**config.mk**
```make
export PLATFORM = sky130hd
export DESIGN_NAME = add_pipe_flat
export DESIGN_NICKNAME = d
export VERILOG_FILES = /design/src/rtl/add_pipe_pkg.sv /design/src/rtl/add_pipe_if.sv /design/src/rtl/add_pipe_seg_cla.sv /design/src/rtl/add_pipe.sv /design/src/flat_wrapper.sv
export SDC_FILE = /design/constraint.sdc
export NUM_CORES = 1
export LEC_CHECK = 0
export CORE_MARGIN = 2
export CORE_UTILIZATION = 51
export CTS_CLUSTER_DIAMETER = 40
export DETAILED_ROUTE_END_ITERATION = 8
export PLACE_DENSITY_LB_ADDON = 0.08
export SYNTH_ARGS = -nofsm -noshare
export SYNTH_HDL_FRONTEND = slang
export SYNTH_SLANG_ARGS = --single-unit
export TNS_END_PERCENT = 20
```
**constraint.sdc**
```tcl
create_clock -name clk -period 2.65 [get_ports clk]
set_clock_uncertainty 0.05 [all_clocks]
set_input_delay 0.265 -clock clk [delete_from_list [all_inputs] [get_ports clk]]
set_output_delay 0.265 -clock clk [all_outputs]
set_load 0.05 [all_outputs]
```
**src/rtl/add_pipe_pkg.sv**
```systemverilog
// add_pipe shared definitions: group width, parameter legality
// and the 4-bit lookahead carry network.
package add_pipe_pkg;

    localparam int GRP_W = 4;

    typedef logic [GRP_W-1:0] grp_t;

    function automatic bit params_ok(int width, int seg);
        return (seg > 0) && (width >= seg) &&
               ((width % seg) == 0) && ((seg % GRP_W) == 0);
    endfunction

    // Carries into each bit of a group plus the group carry-out,
    // expanded as sum-of-products so no bit waits on its neighbour.
    function automatic logic [GRP_W:0] grp_carries(
        grp_t g,
        grp_t p,
        logic cin
    );
        logic [GRP_W:0] c;
        logic           t;
        c = '0;
        for (int j = 0; j <= GRP_W; j++) begin
            t = cin;
            for (int i = 0; i < j; i++) begin
                t = t & p[i];
            end
            c[j] = t;
            for (int i = 0; i < j; i++) begin
                t = g[i];
                for (int m = i + 1; m < j; m++) begin
                    t = t & p[m];
                end
                c[j] = c[j] | t;
            end
        end
        return c;
    endfunction

endpackage

```
**src/rtl/add_pipe_if.sv**
```systemverilog
// Operand/result handshake bundle between add_pipe and its
// producer/consumer.
interface add_pipe_if #(
    parameter int WIDTH = 64
);
    logic             in_valid;
    logic             in_ready;
    logic [WIDTH-1:0] in_op1;
    logic [WIDTH-1:0] in_op2;
    logic             in_sub;
    logic             in_cin;
    logic             out_valid;
    logic             out_ready;
    logic [WIDTH-1:0] out_result;
    logic             out_carry;
    logic             out_ovf;

    modport master (
        output in_valid,
        output in_op1,
        output in_op2,
        output in_sub,
        output in_cin,
        output out_ready,
        input  in_ready,
        input  out_valid,
        input  out_result,
        input  out_carry,
        input  out_ovf
    );

    modport slave (
        input  in_valid,
        input  in_op1,
        input  in_op2,
        input  in_sub,
        input  in_cin,
        input  out_ready,
        output in_ready,
        output out_valid,
        output out_result,
        output out_carry,
        output out_ovf
    );

endinterface

```
**src/rtl/add_pipe_seg_cla.sv**
```systemverilog
// seg_cla: combinational SEG-bit two-level carry-lookahead adder
// (4-bit group generate/propagate, lookahead across groups).
module seg_cla
    import add_pipe_pkg::*;
#(
    parameter int SEG = 16
) (
    input  logic [SEG-1:0] a,
    input  logic [SEG-1:0] b,
    input  logic           cin,
    output logic [SEG-1:0] sum,
    output logic           cout,
    output logic           c_msb
);

    localparam int NG = SEG / GRP_W;

    if ((SEG % GRP_W) != 0 || SEG < GRP_W) begin : g_bad_seg
        $error("seg_cla: SEG must be a positive multiple of %0d", GRP_W);
    end

    logic [SEG-1:0]   g;
    logic [SEG-1:0]   p;
    logic [SEG-1:0]   c;
    logic [NG-1:0]    gg;
    logic [NG-1:0]    gp;
    logic [NG:0]      gc;
    logic [GRP_W:0]   tc;
    logic             t;

    always_comb begin
        g   = a & b;
        p   = a ^ b;
        c   = '0;
        gg  = '0;
        gp  = '0;
        gc  = '0;
        tc  = '0;
        t   = 1'b0;

        for (int j = 0; j < NG; j++) begin
            tc    = grp_carries(g[j*GRP_W +: GRP_W], p[j*GRP_W +: GRP_W], 1'b0);
            gg[j] = tc[GRP_W];
            gp[j] = &p[j*GRP_W +: GRP_W];
        end

        // Second level: every group carry straight from group G/P and cin.
        for (int j = 0; j <= NG; j++) begin
            t = cin;
            for (int i = 0; i < j; i++) begin
                t = t & gp[i];
            end
            gc[j] = t;
            for (int i = 0; i < j; i++) begin
                t = gg[i];
                for (int m = i + 1; m < j; m++) begin
                    t = t & gp[m];
                end
                gc[j] = gc[j] | t;
            end
        end

        for (int j = 0; j < NG; j++) begin
            tc = grp_carries(g[j*GRP_W +: GRP_W], p[j*GRP_W +: GRP_W], gc[j]);
            c[j*GRP_W +: GRP_W] = tc[GRP_W-1:0];
        end
    end

    assign sum   = p ^ c;
    assign cout  = gc[NG];
    assign c_msb = c[SEG-1];

endmodule

```
**src/rtl/add_pipe.sv**
```systemverilog
// add_pipe: pipelined carry-lookahead adder/subtractor, one SEG-bit
// slice per stage with the inter-slice carry registered.
module add_pipe
    import add_pipe_pkg::*;
#(
    parameter int WIDTH = 64,
    parameter int SEG   = 16
) (
    input  logic      clk,
    input  logic      rst_n,
    input  logic      flush,
    add_pipe_if.slave io
);

    localparam int NSEG = WIDTH / SEG;
    localparam int NOP  = (NSEG > 1) ? NSEG - 1 : 1;

    if (!params_ok(WIDTH, SEG)) begin : g_bad_param
        $error("add_pipe: WIDTH must be a multiple of SEG and SEG a multiple of %0d",
               GRP_W);
    end

    logic             adv;
    logic [WIDTH-1:0] b_in;
    logic             c_in;

    logic [SEG-1:0]   sa [NSEG];
    logic [SEG-1:0]   sb [NSEG];
    logic [SEG-1:0]   ss [NSEG];
    logic [NSEG-1:0]  sc;
    logic [NSEG-1:0]  co;
    logic [NSEG-1:0]  cm;

    logic [NSEG:1]    v_q;
    logic [NSEG:1]    v_d;
    logic [NSEG:1]    cy_q;
    logic [NSEG:1]    cy_d;
    logic [NSEG:1]    cm_q;
    logic [NSEG:1]    cm_d;
    logic [WIDTH-1:0] r_q [1:NSEG];
    logic [WIDTH-1:0] r_d [1:NSEG];
    logic [WIDTH-1:0] a_q [1:NOP];
    logic [WIDTH-1:0] a_d [1:NOP];
    logic [WIDTH-1:0] b_q [1:NOP];
    logic [WIDTH-1:0] b_d [1:NOP];

    assign adv         = !v_q[NSEG] || io.out_ready;
    assign io.in_ready = adv && !flush;

    assign b_in = io.in_sub ? ~io.in_op2 : io.in_op2;
    assign c_in = io.in_sub | io.in_cin;

    // Slice k is fed from the inputs (k=0) or from stage k's registers.
    always_comb begin
        for (int k = 0; k < NSEG; k++) begin
            sa[k] = '0;
            sb[k] = '0;
        end
        sc = '0;
        sa[0] = io.in_op1[SEG-1:0];
        sb[0] = b_in[SEG-1:0];
        sc[0] = c_in;
        for (int k = 1; k < NSEG; k++) begin
            sa[k] = a_q[k][k*SEG +: SEG];
            sb[k] = b_q[k][k*SEG +: SEG];
            sc[k] = cy_q[k];
        end
    end

    for (genvar k = 0; k < NSEG; k++) begin : g_seg
        seg_cla #(
            .SEG (SEG)
        ) u_cla (
            .a     (sa[k]),
            .b     (sb[k]),
            .cin   (sc[k]),
            .sum   (ss[k]),
            .cout  (co[k]),
            .c_msb (cm[k])
        );
    end

    always_comb begin
        v_d  = v_q;
        cy_d = cy_q;
        cm_d = cm_q;
        r_d  = r_q;
        a_d  = a_q;
        b_d  = b_q;
        if (flush) begin
            v_d = '0;
        end else if (adv) begin
            v_d[1]          = io.in_valid;
            r_d[1]          = '0;
            r_d[1][SEG-1:0] = ss[0];
            cy_d[1]         = co[0];
            cm_d[1]         = cm[0];
            if (NSEG > 1) begin
                a_d[1] = io.in_op1;
                b_d[1] = b_in;
            end
            for (int k = 1; k < NSEG; k++) begin
                v_d[k+1]                = v_q[k];
                r_d[k+1]                = r_q[k];
                r_d[k+1][k*SEG +: SEG]  = ss[k];
                cy_d[k+1]               = co[k];
                cm_d[k+1]               = cm[k];
            end
            for (int k = 1; k < NSEG - 1; k++) begin
                a_d[k+1] = a_q[k];
                b_d[k+1] = b_q[k];
            end
        end
    end

    always_ff @(posedge clk or negedge rst_n) begin
        if (!rst_n) begin
            v_q  <= '0;
            cy_q <= '0;
            cm_q <= '0;
            for (int k = 1; k <= NSEG; k++) begin
                r_q[k] <= '0;
            end
            for (int k = 1; k <= NOP; k++) begin
                a_q[k] <= '0;
                b_q[k] <= '0;
            end
        end else begin
            v_q  <= v_d;
            cy_q <= cy_d;
            cm_q <= cm_d;
            r_q  <= r_d;
            a_q  <= a_d;
            b_q  <= b_d;
        end
    end

    assign io.out_valid  = v_q[NSEG];
    assign io.out_result = r_q[NSEG];
    assign io.out_carry  = cy_q[NSEG];
    assign io.out_ovf    = cy_q[NSEG] ^ cm_q[NSEG];

endmodule

```
**src/flat_wrapper.sv**
```systemverilog
// flat-port wrapper written by rule: the top's interface ports become plain ports
module add_pipe_flat import add_pipe_pkg::*;
#(
    parameter int WIDTH = 64,
    parameter int SEG   = 16
)
  (clk, rst_n, flush, io_in_valid, io_in_op1, io_in_op2, io_in_sub, io_in_cin, io_out_ready, io_in_ready, io_out_valid, io_out_result, io_out_carry, io_out_ovf);
  add_pipe_if #(.WIDTH(WIDTH)) io_i ();
  input  logic clk;
  input  logic rst_n;
  input  logic flush;
  input wire logic [$bits(io_i.in_valid)-1:0] io_in_valid;
  input wire logic [$bits(io_i.in_op1)-1:0] io_in_op1;
  input wire logic [$bits(io_i.in_op2)-1:0] io_in_op2;
  input wire logic [$bits(io_i.in_sub)-1:0] io_in_sub;
  input wire logic [$bits(io_i.in_cin)-1:0] io_in_cin;
  input wire logic [$bits(io_i.out_ready)-1:0] io_out_ready;
  output wire logic [$bits(io_i.in_ready)-1:0] io_in_ready;
  output wire logic [$bits(io_i.out_valid)-1:0] io_out_valid;
  output wire logic [$bits(io_i.out_result)-1:0] io_out_result;
  output wire logic [$bits(io_i.out_carry)-1:0] io_out_carry;
  output wire logic [$bits(io_i.out_ovf)-1:0] io_out_ovf;
  assign io_i.in_valid = io_in_valid;
  assign io_i.in_op1 = io_in_op1;
  assign io_i.in_op2 = io_in_op2;
  assign io_i.in_sub = io_in_sub;
  assign io_i.in_cin = io_in_cin;
  assign io_i.out_ready = io_out_ready;
  assign io_in_ready = io_i.in_ready;
  assign io_out_valid = io_i.out_valid;
  assign io_out_result = io_i.out_result;
  assign io_out_carry = io_i.out_carry;
  assign io_out_ovf = io_i.out_ovf;
  add_pipe #(.WIDTH(WIDTH), .SEG(SEG)) u_core (.clk(clk), .rst_n(rst_n), .flush(flush), .io(io_i));
endmodule
```
==> summary.txt, run 1 <==
Global route
  • First-pass GRT wire length: 59600 um
  • Vias in the first global route: 12314
  • Gr usage total: 20.3%
  • Total congestion overflow: 0
  • Initial antenna violation count: 0
  • Largest net degree at the start of global routing: 183

Status
  • Status: completed

Power
  • Overall power: 18700 uW
  • Peak VDD IR: 0.000528 V
  • P_leak: 0.0106 uW
  • Power per cell area: 880 nW/um2

Critical path
  • Startpoint Class: flip-flop
  • CP endpoint kind: flip-flop
  • Setup CP Type: flip-flop to flip-flop
  • Critical path arrival: 2.90 ns
  • CP Max Fanout: 5
  • CP required: 3.02 ns

Yosys
  • Synthesis Warnings: 0
  • Sequential element share of the synthesized area: 52.5%
  • Compound-Gate Fraction of Synth Area: 6.34%
  • Cells after Synth: 1870
  • Post-Synth Adder-Cell Area: 7.68%
  • Top_reg_cell synth: dfrtp_1
  • Main combinational cell family by area after synthesis: simple AND/OR/NAND/NOR gates
  • Post-synth top area share: 52.5%
  • Post-synthesis xor/xnor area fraction: 5.76%
  • Simple-Gate Fraction of Synth Area: 21.1%
  • #FFs+latches synth: 361
  • Mapped Nets: 2101
  • Netlist cell types: 39
  • Async set-reset flop share out of synthesis: 100%
  • Post-synth EDFFs: 0
  • Cell Area, Synth: 17200 um2
  • Post-synthesis mux area share: 0%
  • Ranking of synthesized cells by area: dfrtp_1 53%, nand2_1 19%, ha_1 5.8%
  • Syn_area_per_cell: 9.20 um2
  • Synth area leader: dfrtp_1

Final layout
  • Final design utilization: 63.6%
  • Inserted Diodes: 0
  • Area grow syn2layout: 23.3%
  • Final Cell Area: 21200 um2
  • Nets: 2275
  • Layout cells sized above 1: 8.89%

Detailed routing
  • Vias per inst: 4.87
  • Antenna-violating nets left: 0
  • Pre-Repair DR Iteration Count: 6
  • Drt total wl: 35100 um
  • Iter 0 DRT Violations: 595
  • Vias: 12332
  • Avg WL per Cell: 13.9 um
  • DRC Markers: 0

Placed design
  • Placer Congestion: 0.854
  • # port buffers: 202
  • Post-DP HPWL: 23300 um
  • Placed instance area: 19300 um2

Timing
  • RSZ-0062 raised after global routing: yes
  • Fin crit share: 95.2%
  • Slew headroom: 51.9%
  • Final setup violation count: 0
  • Min Hold Slack: 0.179 ns
  • Final hold vios: 0
  • Crit path time final: 2.52 ns
  • Max Slew Vio Count: 0
  • FMAX: 396 MHz
  • Worst slew pin tran: 0.721 ns

Clock tree
  • H-tree depth: 2
  • Clock Pin Slew Worst Setup and Hold Paths: 0.05 ns
  • Num CTS Buffers: 53
  • Worst-skew pair later-pin latency: 0.56 ns
  • Clock Tree Buf Depth: 3
  • CTS Sinks: 361
  • CTS Root Cell: clkbuf_16
  • CTS tree: built

Floorplan
  • Die height: 188 um
  • Core ar.: 33400 um2
  • I/O pin count: 203
  • Initial core utilization: 51.5%
  • Die Width: 188 um
  • Die area: 35200 um2
  • Rows: 67

Hold path
  • Hold Path Class: input port to async pin

Job
  • Max Cap Viol: 0
## sequential cells by signal, summed over array words and instances (netlist names)
| register | cells |
|---|---|
| u_core.a_q | 96 |
| u_core.b_q | 96 |
| u_core.r_q | 96 |
| u_core.io.out_result | 64 |
| u_core.cy_q | 4 |
| u_core.v_q | 4 |
| u_core.cm_q | 1 |
## final timing paths
check	end	startpoint	slack (ns)	depth (start not counted)
setup / recovery	u_core.r_q[109]$_DFFE_PN0P_	u_core.b_q[102]$_DFFE_PN0P_	0.13	9
hold reg to reg	u_core.r_q[131]$_DFFE_PN0P_	u_core.r_q[195]$_DFFE_PN0P_	0.40	2
min in group clk	u_core.a_q[170]$_DFFE_PN0P_	io_in_op1[42]	0.18	3
setup reg to reg	u_core.r_q[109]$_DFFE_PN0P_	u_core.b_q[102]$_DFFE_PN0P_	0.13	9
max in group asynchronous	u_core.io.out_result[60]$_DFFE_PN0P_	rst_n	1.50	3
hold / removal	u_core.io.out_result[3]$_DFFE_PN0P_	rst_n	0.18	2
## power by group
group	total [uW]	internal, uW	switching [uW]
clock network	6780	4250	2530
logic	4620	1850	2780
registers	7250	6610	645
## cells in the mapped netlist (12+ instances only)
library cell and number:
ha_1 80, nand2b_1 19, xnor2_1 76, xor2_1 37, o21ai_0 127, buf_4 66, a21oi_1 37, nor2_1 19
fa_1 16, nand2_1 886, inv_1 12, buf_6 28, dfrtp_1 361, buf_2 47
## final cells by class
cell class / count / area (um2)
Fill cell: 2872 / 12200
Clock buffer: 64 / 1400
Tap cell: 448 / 561
Inverter: 13 / 56.3
Sequential cell: 361 / 9030
Multi-Input combinational cell: 1346 / 7180
Clock inverter: 29 / 333
Timing Repair Buffer: 269 / 2640
## through the flow
stage / worst slack [ns] / setup TNS [ns] / std cells
floorplan: 0.0129 / 0 / 1870
global placement: -0.237 / -0.628 / 2428
detailed placement: -0.283 / -1.01 / 2428
CTS: 0.000646 / 0 / 2524
global route: -0.0531 / -0.0831 / 2530
finish: 0.128 / 0 / 2530
## critical path, cell delays in order (launching register included)
cell      delay, ns
dfrtp_1        0.40
ha_1           0.37
and3_1         0.16
o21ai_0        0.15
o211ai_1       0.21
a21o_1         0.24
buf_4          0.15
fa_1           0.43
xnor2_1        0.14
o21ai_0        0.08
## per-layer routing
layer / vias up / wire, um / track usage, %
li1: 6193 / - / -
met1: 5841 / 15900 / 27.2
met2: 232 / 16800 / 33.6
met3: 66 / 1480 / 3.43
met4: 0 / 893 / 6.75
met5: - / 0 / 0
## placed cells by master (no fill, tap or decap), types with 6 or more instances in the layout
cell type | netlist | final
nand2_1 | 886 | 884
dfrtp_1 | 361 | 361
clkdlybuf4s50_1 | 0 | 199
o21ai_0 | 127 | 117
xnor2_1 | 76 | 76
ha_1 | 80 | 73
buf_4 | 66 | 58
clkbuf_16 | 0 | 53
xor2_1 | 37 | 37
a21oi_1 | 37 | 33
nand2b_1 | 19 | 19
nor2_1 | 19 | 18
fa_1 | 16 | 15
inv_1 | 12 | 12
clkinv_2 | 0 | 10
o21ai_1 | 0 | 9
buf_12 | 0 | 9
clkbuf_1 | 9 | 8
a21o_1 | 7 | 7
clkinvlp_4 | 0 | 6
## timing repair
item / 4_1_cts / 5_1_grt
buffers inserted: 2 / 6
resized for setup: 6 / 29
setup endpoints to repair: 5 / 16
pin swaps: 6 / 22
endpoints found under the hold margin: 47 / 0
hold buffers: 1 / 0
gates cloned: 0 / 0
## cells by family (layout without fill, tap and decap cells)
group	count (synthesis)	count (layout)
and+or+nand+nor	940	940
adders and majority gates	96	96
xor gates and xnor gates	113	113
AOI/OAI and AO/OA	197	197
DFF	361	361
buffers and inverters	163	375
Note: power is estimated with default switching activity, not from simulation.
==> run 2: changes to the inputs <==
Settings changed: CAP_MARGIN set to 40.
==> results of run 2 <==
The final DEF is identical to that of run 1; final timing and power are the same.
